[config.mk]
export PLATFORM = sky130hd
export DESIGN_NAME = irq_ctrl
export DESIGN_NICKNAME = d
export VERILOG_FILES = /design/src/rtl/irq_ctrl_pkg.sv /design/src/rtl/irq_timer.sv /design/src/rtl/irq_ctrl.sv
export SDC_FILE = /design/constraint.sdc
export NUM_CORES = 1
export LEC_CHECK = 0
export BUFFER_PORTS_ARGS = -buffer_cell sky130_fd_sc_hd__buf_2
export CORE_MARGIN = 1.5
export CORE_UTILIZATION = 40
export DETAILED_ROUTE_END_ITERATION = 16
export PLACE_DENSITY = 0.69
export RECOVER_POWER = 100
export SETUP_SLACK_MARGIN = 0.02
export SLEW_MARGIN = 15
export SYNTH_ARGS = -nofsm -noshare
export SYNTH_HDL_FRONTEND = slang
export SYNTH_SLANG_ARGS = --single-unit
export TNS_END_PERCENT = 1
[constraint.sdc]
create_clock -name clk -period 3.2 [get_ports clk]
set_input_delay 0.16 -clock clk [delete_from_list [all_inputs] [get_ports clk]]
set_output_delay 0.16 -clock clk [all_outputs]
set_load 0.05 [all_outputs]
[src/rtl/irq_ctrl_pkg.sv]
// Shared constants for the interrupt controller: default geometry and handshake state codes.
package irq_ctrl_pkg;

    localparam int unsigned DEF_NUM_IRQ = 6;
    localparam int unsigned DEF_VEC_W   = 3;

    // Timer occupies the source slot just above the external lines.
    localparam int unsigned IRQ_TIMER_IDX = DEF_NUM_IRQ;

    localparam logic [1:0] IRQ_ST_IDLE    = 2'd0;
    localparam logic [1:0] IRQ_ST_REQ     = 2'd1;
    localparam logic [1:0] IRQ_ST_SERVICE = 2'd2;

endpackage

[src/rtl/irq_timer.sv]
// Count/Compare timer: free-running count, writable compare, sticky match flag.
module irq_timer (
    input  logic        clk,
    input  logic        rst_n,
    input  logic        cnt_wr,
    input  logic        cmp_wr,
    input  logic [31:0] wr_data,
    output logic [31:0] count,
    output logic [31:0] compare,
    output logic        timer_pend
);

    logic [31:0] count_q, count_d;
    logic [31:0] compare_q, compare_d;
    logic        pend_q, pend_d;

    always_comb begin
        count_d   = cnt_wr ? wr_data : count_q + 32'd1;
        compare_d = cmp_wr ? wr_data : compare_q;
        // Match on the value currently held; a Compare write clears even on a match cycle.
        pend_d    = cmp_wr ? 1'b0 : (pend_q | (count_q == compare_q));
    end

    always_ff @(posedge clk or negedge rst_n) begin
        if (!rst_n) begin
            count_q   <= 32'd0;
            compare_q <= 32'hFFFF_FFFF;
            pend_q    <= 1'b0;
        end else begin
            count_q   <= count_d;
            compare_q <= compare_d;
            pend_q    <= pend_d;
        end
    end

    assign count      = count_q;
    assign compare    = compare_q;
    assign timer_pend = pend_q;

endmodule

[src/rtl/irq_ctrl.sv]
// Interrupt source side of CP0: samples lines, masks and prioritises them, and runs the
// req/ack/eret handshake towards the coprocessor.
module irq_ctrl
    import irq_ctrl_pkg::*;
#(
    parameter int unsigned NUM_IRQ = DEF_NUM_IRQ,
    parameter int unsigned VEC_W   = DEF_VEC_W
) (
    input  logic               clk,
    input  logic               rst_n,
    input  logic [NUM_IRQ-1:0] irq_in,
    input  logic [NUM_IRQ:0]   irq_mask,
    input  logic               ie,
    input  logic               exl,
    input  logic               cnt_wr,
    input  logic               cmp_wr,
    input  logic [31:0]        wr_data,
    input  logic               ack,
    input  logic               eret,
    output logic [31:0]        count,
    output logic [31:0]        compare,
    output logic [NUM_IRQ:0]   pending,
    output logic               req,
    output logic [VEC_W-1:0]   req_vec
);

    logic               timer_pend;
    logic [NUM_IRQ-1:0] irq_q;
    logic [NUM_IRQ:0]   eligible;
    logic [VEC_W-1:0]   winner;
    logic [1:0]         state_q, state_d;
    logic [VEC_W-1:0]   vec_q, vec_d;

    irq_timer u_timer (
        .clk        (clk),
        .rst_n      (rst_n),
        .cnt_wr     (cnt_wr),
        .cmp_wr     (cmp_wr),
        .wr_data    (wr_data),
        .count      (count),
        .compare    (compare),
        .timer_pend (timer_pend)
    );

    always_ff @(posedge clk or negedge rst_n) begin
        if (!rst_n) begin
            irq_q <= '0;
        end else begin
            irq_q <= irq_in;
        end
    end

    assign pending  = {timer_pend, irq_q};
    assign eligible = pending & irq_mask;

    // Later (higher) indices overwrite earlier ones, so the highest set source wins.
    always_comb begin
        winner = '0;
        for (int unsigned i = 0; i <= NUM_IRQ; i++) begin
            if (eligible[i]) begin
                winner = VEC_W'(i);
            end
        end
    end

    always_comb begin
        state_d = state_q;
        vec_d   = vec_q;
        unique case (state_q)
            IRQ_ST_IDLE: begin
                if (ie && !exl && (|eligible)) begin
                    state_d = IRQ_ST_REQ;
                    vec_d   = winner;
                end
            end
            IRQ_ST_REQ: begin
                // ack takes priority over a concurrent global-disable withdrawal.
                if (ack) begin
                    state_d = IRQ_ST_SERVICE;
                end else if (!ie) begin
                    state_d = IRQ_ST_IDLE;
                end
            end
            IRQ_ST_SERVICE: begin
                if (eret) begin
                    state_d = IRQ_ST_IDLE;
                end
            end
            default: state_d = IRQ_ST_IDLE;
        endcase
    end

    always_ff @(posedge clk or negedge rst_n) begin
        if (!rst_n) begin
            state_q <= IRQ_ST_IDLE;
            vec_q   <= '0;
        end else begin
            state_q <= state_d;
            vec_q   <= vec_d;
        end
    end

    // Decoded straight from state so an async reset drops the request immediately.
    assign req     = (state_q == IRQ_ST_REQ);
    assign req_vec = vec_q;

endmodule

After elaboration in Yosys (flattened, before gate mapping). Cells that the tools add are included.

Flip-flop bits (word level): 76. Bits in latches: 0. RAM bits: 0. Bits in read-only memories: 0. Input bits: 53. Output and inout bits: 75. Memories: 0.

Add/sub/neg operators: 1. $mul: 0. Divide/modulo/power cells: 0. Order comparisons: 0. Equal/unequal tests: 6. Shift operators: 0. Multiplexer cells: 13. Bitwise logic cells: 2. Reductions and logical operators: 7.

Operator list (number): $add 32x1->32 const B (1); $eq 32x32->1 (1); $mux 32 (1); $mux 3 (5); $mux 2 (4); $and 7x7->7 (1); $reduce_or 7->1 (1); $pmux 2 s3 (1); $ne 2x2->1 const B (2); $ne 3x3->1 const B (1); $reduce_and 3->1 (1); $eq 2x1->1 const B (1); $eq 2x2->1 const B (1); $logic_and 1x1->1 (2); $logic_not 2->1 (1); $mux 1 (2); $reduce_and 2->1 (1); $logic_not 1->1 (1); $or 1x1->1 (1).

Longest topological paths before layout. Gate-level depths: netlist (run 1).

Word-level depth: 7. Depth in mapped cells: 6.

Hierarchy. From an unflattened synthesis (run 1), not the netlist that was laid out.

Cells, all modules: 345. Area total of the unflattened synthesis: 3868.7 µm².

Modules (own cells, without submodules): irq_timer (times used 1, cells an instance 311, area each 3400.8 µm², sequential area each 1666.6 µm²); irq_ctrl (times used 1, cells an instance 34, area each 467.9 µm², sequential area each 275.3 µm²).

Worst setup path before layout (run 1). OpenSTA, ideal clock, no wires.

Path type: register -> register. Start point: register u_timer.count_q[0], in the netlist u_timer.count[0]. End point: register u_timer.count_q[30], in the netlist u_timer.count[30]. Library setup time: 0.125 ns. Arrival time: 2.029 ns. Setup slack: 1.046 ns. Stages on the path, launching flop included: 7. Buffers on the path: 0. Period minus slack after synthesis: 2.154 ns. Path through: dfrtp_1 -> ha_1 -> and4_1 -> nand3_1 -> nor4_2 -> xor2_1 -> mux2_2.

Cells in the longest elaborated chain, start to end: 2.

Ends and longest elaborated chain: from (decl) (line irq_timer.sv:13) `logic [31:0] count_q, count_d;`; from (signal assigned) (line irq_timer.sv:30) `count_q <= count_d;`; $add 32x1->32 (line irq_timer.sv:18) `count_d = cnt_wr ? wr_data : count_q + 32'd1;`; $mux 32 (line irq_timer.sv:18); net u_timer.count_d[30] (line irq_timer.sv:13).

The timed path passes the listed nets, and every way through them passes these cells. A chain may end at the register's enable or synchronous reset.

Worst setup path after layout (run 1).
Start point: register u_timer.count_q[5], in the netlist u_timer.count[5]. End point: register u_timer.count_q[29], in the netlist u_timer.count[29].

Same word-level chain as after synthesis.

==> run_results.csv, run 1 <==
group,metric,value,unit
logic_synthesis,ys_seq_elements,76,
drt,postRouteAntennaNets,0,
finish,antennaDiodeCount,0,
finish,nFillCells,929,
finish,layout_common_cells,"clkbuf_1, xnor2_1, buf_2",
logic_synthesis,synth_area,3850,um^2
setup_path,crit_path_top_delay_cell,"clkbuf_1",
setup_path,cp-end-kind,"register",
status,violations,"capacitance limit, slew limit",
setup_path,cpPeakStageDelay,0.55,ns
setup_path,cp_data_required_time,3.43,ns
sta,finalMaxSlewViolations,153,
logic_synthesis,syn_inst,339,
finish,layout.cells.most_common,"clkbuf_1",
floorplan,die_x,101,um
sta,max_slew_margin,-0.277,
power_and_ir_drop,ir_drop,0.317,mV
clock_network,clock_path_buffers,2,
setup_path,crit_path_start_kind,"register",
setup_path,cp_cell_sequence,"and4_1 > nand4_1 > clkbuf_1 > nor4_1 > xor2_1 > mux2_2",
drt,drt_pass1_iterations,4,
grt,grt_pass1_vias,2960,
drt,remaining_drc_errors,0,
drt,num_vias,3029,
floorplan,core-area,9280,um^2
sta,finalSetupViolCount,0,
floorplan,dieHeight,101,um
clock_network,cts_tree,"yes",
finish,area_growth,22.7,%
worst_hold_path,min_path_type,"in2reg",
drt,routed_via_density,5.01,
sta,worstMarginPinSlew,1.92,ns
sta,period_share,0.655,
place,dpl.hpwl,7070,um
floorplan,rows,35,
sta,grt_setup_unrepaired,"false",
grt,grt_pass1_wl,15100,um
logic_synthesis,yosysUniqueCellTypes,34,
setup_path,cp_top_family,"buffers and inverters",
setup_path,crit_type,"reg2reg",
floorplan,dieArea,10200,um^2
status,outcome,"complete, but fails checks",
power_and_ir_drop,power_density,593,nW/um^2
setup_path,cp_num_buf_inv,1,
clock_network,h-tree-depth,3,
grt,grt_max_degree,77,
drt,wl_per_cell,16.1,um
clock_network,clk_pin_slew,0.09,ns
finish,drive_above_1_share,0.298,
power_and_ir_drop,p_leak,1.87,nW
clock_network,post_cts_buffers,0,
drt,postRouteWirelength,9740,um
place,io_buffer_count,127,
sta,worst_slack,1.10,ns
logic_synthesis,syn_nets,393,
place,gp_congestion,0.788,
sta,fmax,0.477,GHz
floorplan,initial_core_util,0.415,
place,post-place-ws,1.21,ns
grt,antenna_found_initial,0,
clock_network,cts_root_buf,"clkbuf_8",
sta,finalSetupTns,0,ns
sta,period_needed,2.10,ns
floorplan,boundaryPins,128,
setup_path,cp_max_fo,11,
clock_network,clkLatencyLatePin,0.35,ns
logic_synthesis,syn_avg_cell_area,11.4,um^2
clock_network,cts.sink_count,76,
flow_run,max_cap_violations,3,
logic_synthesis,yosysWarnings,0,
sta,clock_skew,0.00935,ns
logic_synthesis,synth_seq_area_share,0.504,
setup_path,crit_arrival,2.33,ns
clock_network,cts_made_buffers,9,
finish,finalNetCount,525,
grt,track_usage,0.194,
drt,drt_iter0_drc,104,
sta,hold_viol_final,0,
grt,grt_overflow_total,0,
[report_power, final]
group / internal (mW) / switching (mW)
Sequential: 1.09 / 0.126
Combinational: 0.217 / 0.548
Clock: 0.445 / 0.378
[cell usage after synthesis]
| library cell | number | area share |
|---|---|---|
| nor4_1 | 2 | 0.0032 |
| nor2_1 | 8 | 0.0078 |
| buf_6 | 2 | 0.0058 |
| a22o_1 | 3 | 0.0068 |
| a21oi_1 | 2 | 0.0026 |
| nor2b_1 | 1 | 0.0016 |
| clkbuf_1 | 10 | 0.0097 |
| a32o_1 | 1 | 0.0026 |
| buf_2 | 1 | 0.0013 |
| nor3_1 | 5 | 0.0065 |
| nand3_4 | 1 | 0.0045 |
| or3_1 | 1 | 0.0016 |
| nand4_1 | 15 | 0.024 |
| nor4_2 | 5 | 0.016 |
| a22oi_1 | 2 | 0.0039 |
| and4_1 | 4 | 0.0091 |
| and3_1 | 3 | 0.0049 |
| ha_1 | 1 | 0.0032 |
| and3_2 | 2 | 0.0039 |
| dfrtp_1 | 44 | 0.29 |
| inv_1 | 5 | 0.0049 |
| dfstp_2 | 32 | 0.22 |
| xor2_1 | 12 | 0.027 |
| nand3b_1 | 1 | 0.0020 |
| nand2_1 | 42 | 0.041 |
| xnor2_1 | 50 | 0.11 |
| nand3_1 | 10 | 0.013 |
| nor4_4 | 3 | 0.017 |
| buf_4 | 2 | 0.0039 |
| nand3_2 | 1 | 0.0026 |
| o21ai_1 | 7 | 0.0091 |
| nor4b_1 | 1 | 0.0023 |
| o21ai_0 | 22 | 0.029 |
| mux2_2 | 38 | 0.11 |
[worst paths after layout]
check | startpoint | end | slack (ns) | cells after the start
max reg2reg | u_timer.count[5]$_DFF_PN0_ | u_timer.count[29]$_DFF_PN0_ | 1.10 | 6
min reg2reg | req_vec[2]$_DFFE_PN0P_ | req_vec[2]$_DFFE_PN0P_ | 0.51 | 1
min | wr_data[5] | u_timer.count[5]$_DFF_PN0_ | 0.03 | 3
max | u_timer.count[5]$_DFF_PN0_ | u_timer.count[29]$_DFF_PN0_ | 1.10 | 6
max in group asynchronous | rst_n | u_timer.count[25]$_DFF_PN0_ | 1.21 | 2
min in group asynchronous | rst_n | u_timer.count[13]$_DFF_PN0_ | 0.84 | 2
[per-layer routing]
layer	routed length, um	track usage
met1	4300	0.249
met2	4640	0.315
met3	600	0.0458
met4	187	0.0780
met5	0	0
[registers in the layout (all words and copies together) (netlist names)]
signal,flops
u_timer.count,32
req_vec,3
u_timer.compare,32
irq_q,6
state_q,2
u_timer.timer_pend,1
[final cells by class]
cell class / count / area [um^2] / share of cell area
multi-input combinational: 243 / 1760 / 0.373
clock buffer: 9 / 124 / 0.0262
inverter: 5 / 18.8 / 0.00397
timing repair buffer: 136 / 617 / 0.130
tap: 129 / 161 / 0.0341
sequential: 76 / 1940 / 0.411
clock inverter: 7 / 100 / 0.0212
[logic make-up (layout without fill, tap and decap cells)]
kind of cell	after synthesis	count (layout)	share of synthesized area
AND/OR/NAND/NOR	105	105	0.161
flip-flops	76	76	0.504
XOR/XNOR	62	62	0.141
multiplexers	38	38	0.111
AO/OA/AOI/OAI	37	37	0.0536
buffers and inverters	20	157	0.0257
adder cells (fa/ha/maj)	1	1	0.00325
[worst min-delay path: cells and delay by family]
family	cells	cell delay, ns
buffers and inverters	1	0.08
AO/OA/AOI/OAI	1	0.06
AND/OR/NAND/NOR	1	0.04
[per-stage QoR]
stage | hold slack (ns) | total power, mW | area, um^2 | utilization | cells
finish | 0.0294 | 2.81 | 4730 | 0.509 | 605
global route | 0.0404 | 2.94 | 4730 | 0.509 | 605
CTS | 0.0212 | 2.86 | 4880 | 0.526 | 605
detailed placement | 0.270 | 2.02 | 4590 | 0.494 | 582
global placement | 0.269 | 2.01 | 4590 | 0.494 | 582
floorplan | -0.136 | 1.79 | 3850 | - | 339
[repair_timing]
item	CTS	global route
hold buffers	7	0
hold endpoints to repair	37	0
gates resized for setup	0	0
Note: power is estimated with default switching activity, not from simulation.
==> inputs of run 2 (changes only) <==
- clock period: 3.2 -> 2.1 ns (I/O delays scaled with it)
==> run_results.csv, run 2 (synthesis gave the netlist of run 1 again) <==
group,metric,value,unit
drt,routed_via_density,4.92,
worst_hold_path,hold_start,"wr_data[16]",
power_and_ir_drop,total_power,4.56,mW
sta,hold_viol_final,0,
setup_path,cp_data_required_time,2.34,ns
floorplan,core-area,9280,um^2
clock_network,h-tree-depth,3,
flow_run,max_cap_violations,0,
status,outcome,"complete, no violations",
sta,grt_setup_unrepaired,"false",
drt,num_vias,3175,
sta,period_needed,1.92,ns
floorplan,dieHeight,101,um
finish,area_growth,33.3,%
worst_hold_path,whs_path_depth,3,
sta,finalSetupTns,0,ns
finish,antennaDiodeCount,0,
setup_path,crit_path_start_kind,"register",
clock_network,clk_pin_slew,0.08,ns
finish,layout.cells.most_common,"clkbuf_1",
sta,period_share,0.912,
place,gp_congestion,0.798,
setup_path,cp_cell_sequence,"and4_1 > nand4_1 > clkbuf_2 > nor4_2 > xor2_1 > mux2_2",
clock_network,cts_made_buffers,9,
grt,grt_pass1_wl,16200,um
finish,multiInputGateArea,1750,um^2
grt,antenna_found_initial,0,
grt,track_usage,0.207,
place,dpl.hpwl,7370,um
clock_network,clock_path_buffers,2,
clock_network,cts_root_buf,"clkbuf_8",
setup_path,crit_arrival,2.15,ns
sta,finalMaxSlewViolations,0,
floorplan,rows,35,
floorplan,die_x,101,um
setup_path,crit_type,"reg2reg",
sta,max_slew_margin,0.239,
power_and_ir_drop,power_density,888,nW/um^2
power_and_ir_drop,p_leak,2.04,nW
grt,grt_pass1_vias,3217,
drt,drt_iter0_drc,93,
clock_network,cts.sink_count,76,
setup_path,cpPeakStageDelay,0.48,ns
floorplan,dieArea,10200,um^2
setup_path,r2r-end,"u_timer.count[31]$_DFF_PN0_",
drt,wl_per_cell,15.9,um
drt,remaining_drc_errors,0,
sta,whs,0.0132,ns
drt,postRouteAntennaNets,0,
sta,clock_skew,0.00799,ns
sta,worstMarginPinSlew,1.14,ns
setup_path,rr_startpoint,"u_timer.count[2]$_DFF_PN0_",
setup_path,crit_path_top_delay_cell,"dfrtp_1",
worst_hold_path,hold_end,"u_timer.count[16]$_DFF_PN0_",
floorplan,initial_core_util,0.415,
setup_path,cp-end-kind,"register",
grt,grt_max_degree,46,
clock_network,post_cts_buffers,0,
setup_path,rr_worst_depth,6,
floorplan,boundaryPins,128,
sta,fmax,0.522,GHz
worst_hold_path,min_path_type,"in2reg",
finish,layout_common_cells,"clkbuf_1, xnor2_1, buf_2",
drt,postRouteWirelength,10300,um
setup_path,cp_max_fo,11,
finish,regArea,1940,um^2
clock_network,cts-resized-gates,0,
grt,grt_overflow_total,0,
place,io_buffer_count,127,
sta,finalSetupViolCount,0,
clock_network,cts_tree,"yes",
power_and_ir_drop,ir_drop,0.381,mV
finish,nFillCells,884,
drt,drt_pass1_iterations,4,
finish,postLayoutCoreUtil,0.553,
finish,finalNetCount,565,
finish,drive_above_1_share,0.304,
clock_network,clkLatencyLatePin,0.35,ns
setup_path,rrSetupSlack,0.18,ns
run 2: critical path, delay by kind of cell, from the launching register on:
kind	cells	cell delay, ns
simple gates	3	0.70
mux	1	0.26
flops	1	0.48
buf+inv	1	0.25
xor+xnor	1	0.10
run 2: worst max path at each step:
stage	from	to	slack [ns]	cells after the start
CTS	u_timer.count[0]$_DFF_PN0_	u_timer.count[30]$_DFF_PN0_	0.14	6
detailed placement	u_timer.count[0]$_DFF_PN0_	u_timer.count[30]$_DFF_PN0_	0.15	6
floorplan	u_timer.count[19]$_DFF_PN0_	u_timer.count[29]$_DFF_PN0_	0.002	6
global route	u_timer.count[2]$_DFF_PN0_	u_timer.count[31]$_DFF_PN0_	0.04	6
global placement	u_timer.count[0]$_DFF_PN0_	u_timer.count[30]$_DFF_PN0_	0.22	6
finish	u_timer.count[2]$_DFF_PN0_	u_timer.count[31]$_DFF_PN0_	0.18	6
run 2: where the power goes:
group          total (mW)  internal, mW  switching, mW  leakage [nW]
combinational        1.25         0.387          0.868          1.04
clock                1.47         0.907          0.559         0.133
sequential           1.84          1.66          0.173         0.869
total                4.56          2.96           1.60          2.04
run 2: layer usage:
| layer | part of all wire | global-route usage | routed length, um | vias to the layer above |
|---|---|---|---|---|
| li1 | - | - | - | 1533 |
| met1 | 0.45 | 0.267 | 4660 | 1516 |
| met2 | 0.47 | 0.340 | 4850 | 114 |
| met3 | 0.062 | 0.0506 | 641 | 12 |
| met4 | 0.012 | 0.0748 | 126 | 0 |
| met5 | 0 | 0 | 0 | - |
run 2: cell type report:
type                            instances  share of cell area
Sequential cell                        76               0.379
Multi-Input combinational cell        243               0.340
Timing Repair Buffer                  176               0.195
Tap cell                              129              0.0314
Clock inverter                          7              0.0271
Clock buffer                            9              0.0241
Inverter                                5             0.00366
run 2: what timing repair did:
| action | CTS | global route |
|---|---|---|
| endpoints found under the hold margin | 83 | 0 |
| hold buffers | 37 | 0 |
| setup endpoints to repair | 0 | 1 |
run 2: through the flow:
stage	setup WS, ns	cells	instance area (um^2)
2_1_floorplan	0.00224	339	3850
3_3_place_gp	0.216	592	4680
3_5_place_dp	0.152	592	4680
4_1_cts	0.142	645	5310
5_1_grt	0.0422	645	5130
6_report	0.184	645	5130
==> inputs of run 3 (changes only) <==
- MAX_ROUTING_LAYER: unset -> met4
==> run_results.csv, run 3 (synthesis gave the netlist of run 1 again) <==
group,metric,value,unit
drt,routed_via_density,4.97,
clock_network,cts_root_buf,"clkbuf_8",
setup_path,cp_data_required_time,2.34,ns
finish,drive_above_1_share,0.304,
clock_network,clock_path_buffers,2,
sta,period_share,0.913,
sta,period_needed,1.92,ns
setup_path,crit_path_start_kind,"register",
sta,grt_setup_unrepaired,"false",
place,dpl.hpwl,7370,um
clock_network,cts_tree,"yes",
worst_hold_path,hold_end,"u_timer.count[16]$_DFF_PN0_",
sta,finalMaxSlewViolations,0,
setup_path,cp_cell_sequence,"and4_1 > nand4_1 > clkbuf_2 > nor4_2 > xor2_1 > mux2_2",
sta,worstMarginPinSlew,1.14,ns
floorplan,initial_core_util,0.415,
place,gp_congestion,0.809,
grt,grt_pass1_wl,16200,um
floorplan,dieHeight,101,um
floorplan,die_x,101,um
drt,num_vias,3203,
drt,postRouteWirelength,10300,um
sta,finalSetupTns,0,ns
power_and_ir_drop,total_power,4.56,mW
setup_path,rrSetupSlack,0.18,ns
worst_hold_path,hold_start,"wr_data[16]",
finish,finalNetCount,565,
place,io_buffer_count,127,
worst_hold_path,whs_path_depth,3,
power_and_ir_drop,switchingPower,1.60,mW
sta,max_slew_margin,0.238,
finish,nFillCells,884,
place,dp_cells,592,
drt,drt_pass1_iterations,5,
worst_hold_path,min_path_type,"in2reg",
clock_network,h-tree-depth,3,
grt,track_usage,0.214,
drt,wl_per_cell,15.9,um
place,post-place-ws,0.152,ns
setup_path,cp-end-kind,"register",
setup_path,worstSetupStartpoint,"u_timer.count[2]$_DFF_PN0_",
flow_run,max_cap_violations,0,
sta,worst_slack,0.183,ns
power_and_ir_drop,combPwrFrac,0.275,
grt,grt_max_degree,46,
power_and_ir_drop,p_leak,2.04,nW
clock_network,clkLatencyLatePin,0.35,ns
power_and_ir_drop,switching_share,0.351,
floorplan,dieArea,10200,um^2
finish,layout_common_cells,"clkbuf_1, xnor2_1, buf_2",
grt,grt_pass1_vias,3213,
clock_network,cts.sink_count,76,
clock_network,clk_pin_slew,0.08,ns
power_and_ir_drop,ir_drop,0.380,mV
finish,layout.cells.most_common,"clkbuf_1",
sta,hold_viol_final,0,
finish,fin_cells,645,
floorplan,boundaryPins,128,
setup_path,rr_startpoint,"u_timer.count[2]$_DFF_PN0_",
grt,grt_overflow_total,0,
power_and_ir_drop,power_density,888,nW/um^2
setup_path,rr_worst_depth,6,
setup_path,crit_path_top_delay_cell,"dfrtp_1",
sta,finalSetupViolCount,0,
drt,drt_iter0_drc,92,
finish,area_growth,33.3,%
floorplan,core-area,9280,um^2
drt,postRouteAntennaNets,0,
setup_path,cp_max_fo,11,
drt,remaining_drc_errors,0,
status,outcome,"complete, no violations",
power_and_ir_drop,seq_power_share,0.403,
sta,fmax,0.522,GHz
clock_network,cts_made_buffers,9,
floorplan,rows,35,
power_and_ir_drop,clkPwrFrac,0.322,
finish,antennaDiodeCount,0,
clock_network,cts-resized-gates,0,
power_and_ir_drop,cell_internal_pwr,2.96,mW
setup_path,crit_arrival,2.16,ns
setup_path,cpPeakStageDelay,0.48,ns
setup_path,r2r-end,"u_timer.count[31]$_DFF_PN0_",
grt,antenna_found_initial,0,
sta,clock_skew,0.00869,ns
setup_path,crit_type,"reg2reg",
-- run 3: final cells by class --
cell class | instances | area [um^2] | area share
Multi-Input combinational cell | 243 | 1750 | 0.340
Clock inverter | 7 | 139 | 0.0271
Sequential cell | 76 | 1940 | 0.379
Inverter | 5 | 18.8 | 0.00366
Tap cell | 129 | 161 | 0.0314
Clock buffer | 9 | 124 | 0.0241
Timing Repair Buffer | 176 | 1000 | 0.195
-- run 3: worst max-delay path by stage --
stage,end,slack (ns),depth (start not counted)
6_report,u_timer.count[31]$_DFF_PN0_,0.18,6
2_1_floorplan,u_timer.count[29]$_DFF_PN0_,0.002,6
3_3_place_gp,u_timer.count[30]$_DFF_PN0_,0.22,6
3_5_place_dp,u_timer.count[30]$_DFF_PN0_,0.15,6
5_1_grt,u_timer.count[31]$_DFF_PN0_,0.04,6
4_1_cts,u_timer.count[30]$_DFF_PN0_,0.14,6
-- run 3: repair_timing --
item | in CTS | in global routing
setup buffers | 0 | 0
endpoints found under the hold margin | 83 | 0
endpoints found under the setup margin | 0 | 1
hold buffers | 37 | 0
-- run 3: per-layer routing --
metal  global-route usage  vias to the layer above  share of wire
met2                0.340                      124           0.47
met3               0.0451                       20          0.063
met5                    -                        -              0
li1                     -                     1537              -
met4               0.0748                        0          0.016
met1                0.271                     1522           0.45
-- run 3: critical path, delay by kind of cell, from the launching register on --
| kind | cells | cell delay, ns |
|---|---|---|
| XOR/XNOR | 1 | 0.10 |
| buffers and inverters | 1 | 0.26 |
| flip-flops | 1 | 0.48 |
| multiplexers | 1 | 0.26 |
| AND/OR/NAND/NOR | 3 | 0.70 |
-- run 3: stage by stage --
step | hold slack (ns) | instance area [um^2] | utilization
4_1_cts | 0.000440 | 5310 | 0.572
5_1_grt | 0.00579 | 5130 | 0.553
3_5_place_dp | 0.157 | 4680 | 0.504
6_report | 0.0156 | 5130 | 0.553
3_3_place_gp | 0.153 | 4680 | 0.504
2_1_floorplan | -0.191 | 3850 | -
-- run 3: power groups by stage --
stage	clock, mW	combinational (mW)	sequential (mW)
6_report	1.47	1.25	1.84
5_1_grt	1.56	1.33	1.86
4_1_cts	1.51	1.32	1.83
3_5_place_dp	0	1.26	1.86
3_3_place_gp	0	1.25	1.84
2_1_floorplan	0	0.357	2.37
